--- config.mk ---
export PLATFORM = sky130hd
export DESIGN_NAME = proc_sequencer
export DESIGN_NICKNAME = d
export VERILOG_FILES = /design/src/rtl/proc_sequencer.sv
export SDC_FILE = /design/constraint.sdc
export NUM_CORES = 1
export LEC_CHECK = 0
export ABC_CLOCK_PERIOD_IN_PS = 4000
export BUFFER_PORTS_ARGS = -buffer_cell sky130_fd_sc_hd__clkbuf_2
export CAP_MARGIN = 20
export CORE_MARGIN = 8
export CORE_UTILIZATION = 53
export DETAILED_ROUTE_END_ITERATION = 16
export PLACE_DENSITY = 0.86
export SLEW_MARGIN = 15
export SYNTH_ARGS = -nofsm -noshare
export SYNTH_HDL_FRONTEND = slang
export SYNTH_SLANG_ARGS = --single-unit
--- constraint.sdc ---
create_clock -name clk -period 4 [get_ports clk]
set_clock_uncertainty 0.1 [all_clocks]
set_input_delay 1 -clock clk [delete_from_list [all_inputs] [get_ports clk]]
set_output_delay 1 -clock clk [all_outputs]
set_load 0.1 [all_outputs]
--- src/rtl/proc_sequencer.sv ---
// Instruction sequencer: fetches 32-bit instructions, decodes fixed fields, steps the core
// through decode/execute/memory/writeback, and counts retired instructions.
module proc_sequencer #(
   parameter int unsigned          ADDR_W   = 16,
   parameter logic [ADDR_W-1:0]    RESET_PC = '0,
   parameter int unsigned          CNT_W    = 16,
   parameter logic [3:0]           OP_B     = 4'd12,
   parameter logic [3:0]           OP_LDR   = 4'd13,
   parameter logic [3:0]           OP_STR   = 4'd14,
   parameter logic [3:0]           OP_HALT  = 4'd15
) (
   input  logic              clk,
   input  logic              reset_n,
   input  logic              run,
   output logic              mem_req,
   output logic              mem_rw,
   output logic [ADDR_W-1:0] mem_addr,
   input  logic [31:0]       mem_rdata,
   input  logic              mem_ready,
   input  logic [ADDR_W-1:0] ldst_addr,
   input  logic              cond_pass,
   output logic [3:0]        cond,
   output logic [3:0]        op_code,
   output logic              s_bit,
   output logic [3:0]        dest,
   output logic [3:0]        src1,
   output logic [3:0]        src2,
   output logic [15:0]       im_val,
   output logic [2:0]        sr_ctrl,
   output logic [ADDR_W-1:0] pc,
   output logic              reg_we,
   output logic              flags_we,
   output logic              sel_ldr,
   output logic [31:0]       ldr_data,
   output logic              halted,
   output logic [CNT_W-1:0]  retired,
   output logic [2:0]        state
);

   typedef enum logic [2:0] {
      StIdle   = 3'd0,
      StFetch  = 3'd1,
      StDecode = 3'd2,
      StExec   = 3'd3,
      StMem    = 3'd4,
      StWb     = 3'd5,
      StHalt   = 3'd6
   } state_t;

   state_t              state_q, state_d;
   logic [31:0]         ir_q;
   logic [ADDR_W-1:0]   pc_q;
   logic [31:0]         ldr_q;
   logic [CNT_W-1:0]    retired_q;
   logic [ADDR_W-1:0]   br_target;
   logic                retire;
   logic                is_b, is_ldr, is_str, is_halt;

   // Decode fields come straight from the instruction register
   assign cond    = ir_q[31:28];
   assign op_code = ir_q[27:24];
   assign s_bit   = ir_q[23];
   assign dest    = ir_q[22:19];
   assign src1    = ir_q[18:15];
   assign src2    = ir_q[14:11];
   assign im_val  = ir_q[18:3];
   assign sr_ctrl = ir_q[2:0];

   assign pc       = pc_q;
   assign ldr_data = ldr_q;
   assign retired  = retired_q;
   assign state    = state_q;

   assign is_b    = (op_code == OP_B);
   assign is_ldr  = (op_code == OP_LDR);
   assign is_str  = (op_code == OP_STR);
   assign is_halt = (op_code == OP_HALT);

   // Branch target is the immediate, truncated or zero-extended to the PC width
   if (ADDR_W > 16) begin : g_br_ext
      assign br_target = {{(ADDR_W-16){1'b0}}, im_val};
   end else begin : g_br_trunc
      assign br_target = im_val[ADDR_W-1:0];
   end

   // An instruction retires on writeback, store completion, or branch exit from execute
   assign retire = (state_q == StWb)
                 || ((state_q == StMem) && mem_ready && is_str)
                 || ((state_q == StExec) && is_b);

   // State register
   always_ff @(posedge clk or negedge reset_n) begin
      if (!reset_n) begin
         state_q <= StIdle;
      end else begin
         state_q <= state_d;
      end
   end

   // Datapath registers: IR, PC, load data latch and retire counter
   always_ff @(posedge clk or negedge reset_n) begin
      if (!reset_n) begin
         ir_q      <= '0;
         pc_q      <= RESET_PC;
         ldr_q     <= '0;
         retired_q <= '0;
      end else begin
         if ((state_q == StFetch) && mem_ready) begin
            ir_q <= mem_rdata;
            pc_q <= pc_q + ADDR_W'(1);
         end
         if ((state_q == StExec) && is_b && cond_pass) begin
            pc_q <= br_target;
         end
         if ((state_q == StMem) && mem_ready && is_ldr) begin
            ldr_q <= mem_rdata;
         end
         if (retire) begin
            retired_q <= retired_q + CNT_W'(1);
         end
      end
   end

   // Next-state logic; unused encoding 7 falls back to idle
   always_comb begin
      state_d = StIdle;
      case (state_q)
         StIdle:   state_d = run ? StFetch : StIdle;
         StFetch:  state_d = mem_ready ? StDecode : StFetch;
         StDecode: state_d = StExec;
         StExec: begin
            if (is_halt) begin
               state_d = StHalt;
            end else if (is_b) begin
               state_d = run ? StFetch : StIdle;
            end else if (is_ldr || is_str) begin
               state_d = StMem;
            end else begin
               state_d = StWb;
            end
         end
         StMem: begin
            if (!mem_ready) begin
               state_d = StMem;
            end else if (is_ldr) begin
               state_d = StWb;
            end else begin
               state_d = run ? StFetch : StIdle;
            end
         end
         StWb:     state_d = run ? StFetch : StIdle;
         StHalt:   state_d = StHalt;
         default:  state_d = StIdle;
      endcase
   end

   // Outputs decoded from the current state only
   always_comb begin
      mem_req  = 1'b0;
      mem_rw   = 1'b0;
      mem_addr = pc_q;
      reg_we   = 1'b0;
      flags_we = 1'b0;
      sel_ldr  = 1'b0;
      halted   = 1'b0;
      case (state_q)
         StFetch: mem_req = 1'b1;
         StExec:  flags_we = s_bit && !(is_halt || is_b || is_ldr || is_str);
         StMem: begin
            mem_req  = 1'b1;
            mem_rw   = is_str;
            mem_addr = ldst_addr;
         end
         StWb: begin
            reg_we  = 1'b1;
            sel_ldr = is_ldr;
         end
         StHalt:  halted = 1'b1;
         default: ;
      endcase
   end

endmodule

# ---- Word-level counts from Yosys, hierarchy flattened
# Index checks and enable logic that the tools add are counted.
dict set report classes {
  add_sub_neg 2
  reduce_logical 18
  n_eq_ne 10
  n_mux 17
}
# operator n
set ops {}
lappend ops {{two-way mux 16 bit} 3}
lappend ops {{adder 16 x 1 -> 16 bit, second input constant} 2}
lappend ops {{case mux 3 bit (6 select lines)} 1}
lappend ops {{== test 4 bit, second input constant} 4}
lappend ops {{two-way mux 3 bit} 4}
lappend ops {{== test 3 bit, second input constant} 3}
lappend ops {{two-way mux 1 bit} 8}
lappend ops {{logical AND 1 bit} 7}
lappend ops {{== test 3 x 2 -> 1 bit, second input constant} 2}
lappend ops {{logical OR 1 bit} 6}
lappend ops {{OR reduction 2 bit} 2}
lappend ops {{== test 3 x 1 -> 1 bit, second input constant} 1}
lappend ops {{logical NOT 3 bit} 1}
lappend ops {{two-way mux 2 bit} 1}
lappend ops {{nonzero test 2 bit} 1}
lappend ops {{logical NOT 1 bit} 1}
dict set report totals {
  elab_cells 52
  ff_bits 99
  inputBits 53
}

# ---- Logic depth before layout (Yosys ltp)
# Gate-level depths: netlist of the first run.
dict set report depth {
  word_depth 7
  ltp_mapped 7
  ltp_nobuf 6
}

# ---- Worst setup path before layout of the first run
# OpenSTA, ideal clock, no wires.
dict set report synth_timing {
  kind {register to output}
  startpoint {reg ir_q[27]}
  endpoint {out sel_ldr}
  path_stages_with_launch 3
  slack_ns -1.258
  required_ns 2.900
  arrival_time_ns 4.158
  cell_sequence {dfrtp_1 > nand3_1 > nor4_1}
}
dict set report synth_between {
  elab_chain_cells 2
}
# item line_no
set synth_rtl {}
lappend synth_rtl {{start: declaration} 51} ;# logic [31:0] ir_q;
lappend synth_rtl {{start signal: assignment} 109} ;# ir_q <= mem_rdata;
lappend synth_rtl {{== test 4 bit} 75} ;# assign is_ldr = (op_code == OP_LDR);
lappend synth_rtl {{two-way mux 1 bit} 166} ;# case (state_q)
lappend synth_rtl {{end: declaration} 33} ;# output logic sel_ldr,
# No other way between the ends.

# ---- Worst setup path after layout of the first run
dict set report layout_timing {
  startpoint {reg state_q[0] (netlist: state[0])}
  endpoint {out mem_addr[3]}
}
dict set report layout_between {
  elab_chain_cells 2
}
# item line_no
set layout_rtl {}
lappend layout_rtl {{start: declaration} 50} ;# state_t state_q, state_d;
lappend layout_rtl {{start signal: assignment} 94} ;# state_q <= StIdle;
lappend layout_rtl {{start signal: assignment} 96} ;# state_q <= state_d;
lappend layout_rtl {{== test 3 bit} 166}
lappend layout_rtl {{two-way mux 16 bit} 166}
lappend layout_rtl {{end: declaration} 17} ;# output logic [ADDR_W-1:0] mem_addr,
# No other way between the ends.

==> out/qor.csv, run 1 <==
metric;value;unit
postCtsSetupRepairBufs;0;
clock_path_buffers;2;
worstPathRequired;2.90;ns
wl_per_cell;17.65;um
drtIter0Drc;174;
grt_usage;20.80;%
yosysWarnings;0;
gp_congestion;0.8403;
min_path_type;flip-flop to flip-flop;
postSynthCellCount;444;
drive_above_1_share;42.39;%
ys_types;45;
start_util;54.31;%
die_y;110.3;um
final_common_cell;clkbuf_2;
hold_violations;0;
setup_viol;0;
maxSlewHeadroom;30.59;%
cts_hold_buf;0;
yosys.area.top_type_share;52.56;%
reg2regPathDepth;4;
vias;3860;
grt_max_degree;80;
max_freq;0.2967;GHz
synth_edf_count;0;
min_from;retired[15];
die_w;110.3;um
endpoint_kind;output pin;
cts.htree.levels;3;
start_kind;flip-flop;
fin_crit;3.370;ns
rsz0062_at_grt;no;
cts_sinks;99;
nets;668;
final_core_util;66.94;%
core_area;8678;um^2
worstPathArrival;2.27;ns
holdPathEnd;retired[15];
first_global_vias;3916;
synth_nets;499;
final_max_slew_viol_count;0;
clock_latency;0.36;ns
tns;0;ns
cts_tree;built;
critical_path_class;flip-flop to output pin;
cts_buffers;9;
drcViolationCount;0;
viasPerCell;5.317;
grt-ovfl-total;0;
drtPass1Iterations;4;
r2r_slack;1.50;ns
port-buffer-count;181;
tightestPinTransition;1.039;ns
grt_pass1_wl;19860;um
syn_area_per_cell;10.62;um^2
path_max_fanout;16;
reg2reg_from;state[1];
hpwl;9482;um
fin_crit_sh;84.25;%
cap_viol_max_count;0;
r2r_end;retired[1];
async_flop_share;100.0;%
dieArea;12170;um^2
drtAntennaViolNets;0;
wl;12810;um
n_antenna_cell;0;
yosysSeqAreaShare;52.56;%
clkTransAtPathRegs;0.09;ns
status;complete, no violations;
hold-worst-slack;0.3789;ns
synth_flop_cell;dfrtp_1;
antenna_found_initial;0;
num_io_pins;182;
syn2layout_area_growth;23.25;%
synth_area;4713;um^2
min_path_cells;1;
num_rows;34;
synth_area_leaders;dfrtp_1 (53%), nand2_1 (9.7%), mux2_4 (9.2%);
yosysTopAreaCell;dfrtp_1;
cts_root_buffer;clkbuf_8;
ys_seq_elements;99;
ctsResizeCount;0;
final_cell_mix;clkbuf_2 (180), nand2_1 (122), dfrtp_1 (99);
==> cell type report <==
class	instances	area [um^2]
Fill cell	719	2869
Sequential cell	99	2477
Multi-Input combinational cell	309	2047
Timing Repair Buffer	187	953.4
Tap cell	108	135.1
Clock buffer	11	131.4
Clock inverter	5	38.79
Inverter	7	26.28
==> worst max-delay path, stage by stage, from the launching register on <==
cell      delay [ns]
dfrtp_1         0.47
nand2b_1        0.30
nor2_1          0.14
buf_4           0.26
mux2_2          0.37
clkbuf_2        0.37
==> worst max path at each step <==
stage	startpoint	endpoint	depth (start not counted)
detailed placement	state[0]	mem_addr[3]	5
global placement	state[0]	mem_addr[11]	5
finish	state[0]	mem_addr[3]	5
CTS	state[0]	mem_addr[3]	5
floorplan	ir_q[27]	sel_ldr	2
global route	state[0]	mem_addr[8]	5
==> synthesized netlist by cell type (2+ instances only) <==
master and number:
inv_1 7, nand2_1 122, nor2_1 18, nand2b_1 4, nand3_1 16, a21oi_1 4
and3_1 4, clkbuf_1 8, a22oi_1 7, ha_1 2, nand4_1 4, xnor2_1 5
mux2_4 29, buf_1 4, xor2_1 13, buf_6 5, a221o_1 2, buf_2 4
nor3_1 14, or3_1 4, dfrtp_1 99, nor2b_1 2, nor4_1 7, o21ai_0 10
mux2_2 23, buf_4 8
==> routing by layer <==
layer	global-route usage, %	vias up	wire [um]
met4	5.423	0	145
met2	36.72	147	6522
met3	5.523	12	1126
met1	24.43	1865	5018
li1	-	1836	-
met5	0	-	0
==> metrics by stage <==
stage	instance area, um^2	instances	worst slack, ns
floorplan	4725	444	-0.1087
global placement	5639	710	1.073
detailed placement	5639	710	1.017
CTS	5809	726	0.6226
global route	5809	726	0.5040
finish	5809	726	0.6300
==> state kept, by name (all words and copies together), names as in the netlist <==
signal    cells
ldr_data     32
ir_q         32
pc           16
retired      16
state         3
==> kinds of logic after synthesis <==
kind of cell / share of synthesized area (%)
AOI/OAI and AO/OA: 4.460
DFF: 52.56
xor gates and xnor gates: 3.345
muxes: 14.95
and+or+nand+nor: 19.75
buffers and inverters: 4.407
adders and majority gates: 0.5308
Power of run 1 is not shown: default switching activity piles up to over one toggle a cycle in this logic, so the estimate is an artifact.
==> inputs of run 2 (changes only) <==
Settings changed: ABC_CLOCK_PERIOD_IN_PS 4000 to 3300, CORE_UTILIZATION 53 to 49, PLACE_DENSITY 0.86 to 0.8.
Clock period 4 ns to 3.3 ns, I/O delays scaled along.
==> run 2 against run 1 <==
  * Sequential cell count unchanged
  * Die area up 7.0%
  * Non-clock buffer count up 2
  * Critical path depth unchanged
  * First-iteration DRC count down 1.1%
  * Highest routed layer unchanged
==> out/qor.csv, run 2 (synthesized netlist as in run 1, its figures left out) <==
metric;value;unit;change
maxSlewHeadroom;56.20;%;+26 points
cts_buffers;9;;unchanged
top_layer;met4;;
multiInputGateArea;2071;um^2;+1.2%
max_freq;0.3209;GHz;
grt_usage;20.51;%;-0.29 points
gp_congestion;0.8292;;-1.3%
nets;670;;+0.30%
wl_met2;6677;um;+2.4%
core_area;9284;um^2;+7.0%
tns;0;ns;unchanged
start_util;50.77;%;-3.5 points
drive_above_1_share;43.71;%;+1.3 points
setup_viol;0;;unchanged
grt_pass1_wl;21460;um;+8.1%
final_common_cell;clkbuf_2;;
clock_path_buffers;2;;unchanged
r2r_end;ldr_data[15];;
cts_root_buffer;clkbuf_8;;
reg2regPathDepth;3;;-1
hold_violations;0;;unchanged
preCtsSetupSlack;0.5932;ns;-0.4237 ns
hpwl;10130;um;+6.8%
final_cell_mix;clkbuf_2 (164), nand2_1 (122), dfrtp_1 (96);;
num_io_pins;182;;unchanged
regArea;2481;um^2;+0.15%
cts.htree.levels;3;;unchanged
viasPerCell;5.228;;-1.7%
fin_crit;3.116;ns;
tightestPinTransition;0.6571;ns;-0.3822 ns
num_rows;35;;+2.9%
drtIter0Drc;172;;-1.1%
wl_per_cell;17.70;um;+0.32%
final_max_slew_viol_count;0;;unchanged
rsz0062_at_grt;no;;
clkTransAtPathRegs;0.11;ns;+0.02 ns
vias;3916;;+1.5%
wl;13260;um;+3.5%
drtAntennaViolNets;0;;unchanged
met1_length;5394;um;+7.5%
n_antenna_cell;0;;unchanged
reg2reg_from;state[0];;
start_kind;flip-flop;;
n_fill_cell;759;;+5.6%
place_area;5961;um^2;+5.7%
setup_slack;0.1842;ns;-0.4458 ns
fin_crit_sh;94.42;%;
path_max_fanout;16;;unchanged
drcViolationCount;0;;unchanged
cts_sinks;99;;unchanged
min_path_type;input pin to asynchronous set/reset pin;;
worstPathArrival;2.19;ns;-0.08 ns
wl_met3;998;um;-11%
clock_latency;0.35;ns;about the same
status;complete, no violations;;
cts_tree;built;;
drtPass1Iterations;4;;unchanged
syn2layout_area_growth;30.82;%;
die_w;114.1;um;+3.4%
first_global_vias;4191;;+7.0%
endpoint_kind;output pin;;
grt_max_degree;59;;-26%
antenna_found_initial;0;;unchanged
final_core_util;66.42;%;-0.53 points
final_cell_area;6166;um^2;+6.1%
port-buffer-count;181;;unchanged
cts_hold_buf;0;;unchanged
grt-ovfl-total;0;;unchanged
r2r_slack;0.96;ns;-0.54 ns
critical_path_class;flip-flop to output pin;;
cap_viol_max_count;0;;unchanged
dieArea;13010;um^2;+7.0%
die_y;114.1;um;+3.4%
ctsResizeCount;0;;unchanged
worstPathRequired;2.37;ns;-0.53 ns
postCtsSetupRepairBufs;0;;unchanged
run 2: cell count changes in the layout (fill, tap and decap cells not counted), moves of 2 or more:
cell / change
clkinv_4: -2
nor2_2: +2
buf_12: +17
dfrtp_1: -3
clkbuf_8: +2
clkbuf_2: -16
nor2_1: -2
dfrtp_2: +3
run 2: final cells by class:
| type | count | share of cell area [%] |
|---|---|---|
| multi-input combinational | 309 | 33.58 |
| tap | 129 | 2.618 |
| clock buffer | 12 | 2.516 |
| inverter | 7 | 0.4261 |
| clock inverter | 4 | 0.8117 |
| sequential | 99 | 40.24 |
| timing repair buffer | 189 | 19.81 |
run 2: stage by stage:
step,cells,hold WS [ns]
2_1_floorplan,444,0.4294
3_3_place_gp,733,0.3570
3_5_place_dp,733,0.3656
4_1_cts,749,0.3487
5_1_grt,749,0.3737
6_report,749,0.3368
run 2: how the worst max path moves through the flow:
stage,startpoint,to,slack (ns),cells past startpoint
after floorplan,ir_q[24],sel_ldr,-0.03,2
after global placement,state[0],mem_addr[1],0.67,5
after detailed placement,state[0],mem_addr[3],0.59,5
after CTS,state[0],mem_addr[3],0.18,5
after global routing,state[0],mem_addr[3],0.08,5
final,state[0],mem_addr[3],0.18,5
run 2: worst max-delay path: stages (launching register included):
cell,delay [ns]
dfrtp_2,0.47
nand2b_1,0.32
nor2_1,0.15
buf_4,0.29
mux2_2,0.41
buf_12,0.17
run 2: layer usage:
metal  GRT usage, %  vias to the layer above
li1               -                     1828
met1          24.44                     1912
met2          35.33                      162
met3          5.169                       14
met4          6.744                        0
met5              0                        -
Power of run 2 is left out for the same reason.
==> inputs of run 3 (changes only) <==
Settings changed: ABC_CLOCK_PERIOD_IN_PS 3300 to 3600, CORE_UTILIZATION 49 to 53, PLACE_DENSITY 0.8 to 0.86.
Clock period 3.3 ns to 3.6 ns, I/O delays scaled along.
==> run 3 against run 2 <==
  * First-iteration DRC count is 5.8% higher
  * Non-clock buffer count is 1 lower
  * Core utilization is 3.9 points higher
  * Count of clock-buffer cells in the layout is 3 lower
  * Critical path depth stayed put
  * Cell area is 0.99% lower
  * Cell count is 2.9% lower
  * Die area is 6.5% lower
  * Sequential cell count stayed put
  * Worst setup slack better by 0.29 ns
  * Routed wire length is 3.1% lower
  * Register-to-register slack better by 0.24 ns
  * Critical endpoint is now mem_addr[1]
  * Highest routed layer unchanged
==> out/qor.csv, run 3 (synthesized netlist as in run 1, its figures left out) <==
metric;value;unit;change
core_area;8678;um^2;-6.5%
multiInputGateArea;2053;um^2;-0.85%
fin_cells;727;;-2.9%
viasPerCell;5.429;;+3.8%
wl_per_cell;17.67;um;-0.20%
cap_viol_max_count;0;;unchanged
num_rows;34;;-2.9%
gp_congestion;0.8048;;-2.9%
n_antenna_cell;0;;unchanged
grt_usage;20.76;%;+0.26 points
die_y;110.3;um;-3.3%
clock_latency;0.35;ns;about the same
critical_path_class;flip-flop to output pin;;
max_freq;0.3199;GHz;
nets;669;;-0.15%
drive_above_1_share;43.13;%;-0.58 points
hpwl;9641;um;-4.8%
clock_path_buffers;2;;unchanged
cts_tree;built;;
grt_pass1_wl;20000;um;-6.8%
setup_slack;0.4737;ns;+0.2895 ns
drcViolationCount;0;;unchanged
min_path_type;flip-flop to flip-flop;;
setup_viol;0;;unchanged
port-buffer-count;181;;unchanged
start_kind;flip-flop;;
num_io_pins;182;;unchanged
dieArea;12170;um^2;-6.5%
endpoint_kind;output pin;;
clkTransAtPathRegs;0.10;ns;about the same
postCtsSetupRepairBufs;0;;unchanged
final_max_slew_viol_count;0;;unchanged
drtPass1Iterations;4;;unchanged
ctsResizeCount;0;;unchanged
grt-ovfl-total;0;;unchanged
dp.cells;711;;-3.0%
antenna_found_initial;0;;unchanged
start_util;54.31;%;+3.5 points
syn2layout_area_growth;29.52;%;
n_fill_cell;656;;-14%
cts_root_buffer;clkbuf_8;;
drtAntennaViolNets;0;;unchanged
final_core_util;70.34;%;+3.9 points
wl;12850;um;-3.1%
final_cell_mix;clkbuf_2 (164), nand2_1 (122), dfrtp_1 (99);;
drtIter0Drc;182;;+5.8%
cts_buffers;9;;unchanged
status;complete, no violations;;
cts_hold_buf;0;;unchanged
cp_cell_sequence;nand2b_1 > nor2_1 > buf_4 > mux2_2 > buf_12;;
final_common_cell;clkbuf_2;;
preCtsSetupSlack;0.8598;ns;+0.2665 ns
path_max_fanout;16;;unchanged
grt_max_degree;55;;-6.8%
maxSlewHeadroom;41.56;%;-15 points
crit_path_max_incr_delay;0.47;ns;about the same
worstPathRequired;2.60;ns;+0.23 ns
fin_crit_sh;86.84;%;
rsz0062_at_grt;no;;
die_w;110.3;um;-3.3%
critical_path.slowest_cell;dfrtp_1;;
worstPathArrival;2.13;ns;-0.06 ns
vias;3947;;+0.79%
cts_sinks;99;;unchanged
fin_crit;3.126;ns;
tightestPinTransition;0.8734;ns;+0.2163 ns
first_global_vias;4053;;-3.3%
regArea;2477;um^2;-0.15%
hold_violations;0;;unchanged
cts.htree.levels;3;;unchanged
[run 3: changes by cell type in the layout (fill, tap and decap cells not counted), sizes merged]
cell,delta
clkinvlp,-2
clkinv,+2
inv,+3
buf,-1
clkbuf,-3
[run 3: layout make-up]
type / count / share of cell area (%)
tap: 108 / 2.214
inverter: 7 / 0.4304
clock buffer: 9 / 2.029
timing repair buffer: 188 / 19.88
sequential: 99 / 40.58
multi-input combinational: 309 / 33.63
clock inverter: 7 / 1.230
[run 3: metal layers]
layer  vias up  track usage (%)  wire length, um
li1       1847                -                -
met1      1896            25.14             5082
met2       181            34.85             6344
met3        23            4.419             1150
met4         0            9.324              268
met5         -                0                0
[run 3: per-stage QoR]
stage	hold slack, ns	setup TNS [ns]	cell area, um^2
after CTS	0.3846	0	6105
final	0.3832	0	6105
after detailed placement	0.3636	0	5906
after global routing	0.4018	0	6105
after floorplan	0.5044	-0.4087	4731
after global placement	0.3565	0	5906
[run 3: final timing paths]
| path | startpoint | end | slack (ns) | depth (start not counted) |
|---|---|---|---|---|
| max | state[0] | mem_addr[1] | 0.47 | 5 |
| min | retired[15] | retired[15] | 0.38 | 1 |
| max reg2reg | ir_q[25] | pc[10] | 1.20 | 6 |
| min reg2reg | retired[15] | retired[15] | 0.38 | 1 |
| max in group asynchronous | reset_n | pc[3] | 2.26 | 2 |
| min in group asynchronous | reset_n | ldr_data[22] | 0.44 | 1 |
[run 3: critical path, delay by kind of cell (launching register included)]
kind	cells	cell delay (ns)
flops	1	0.47
simple gates	2	0.46
buf+inv	2	0.43
mux	1	0.40
Power of run 3 is left out for the same reason.
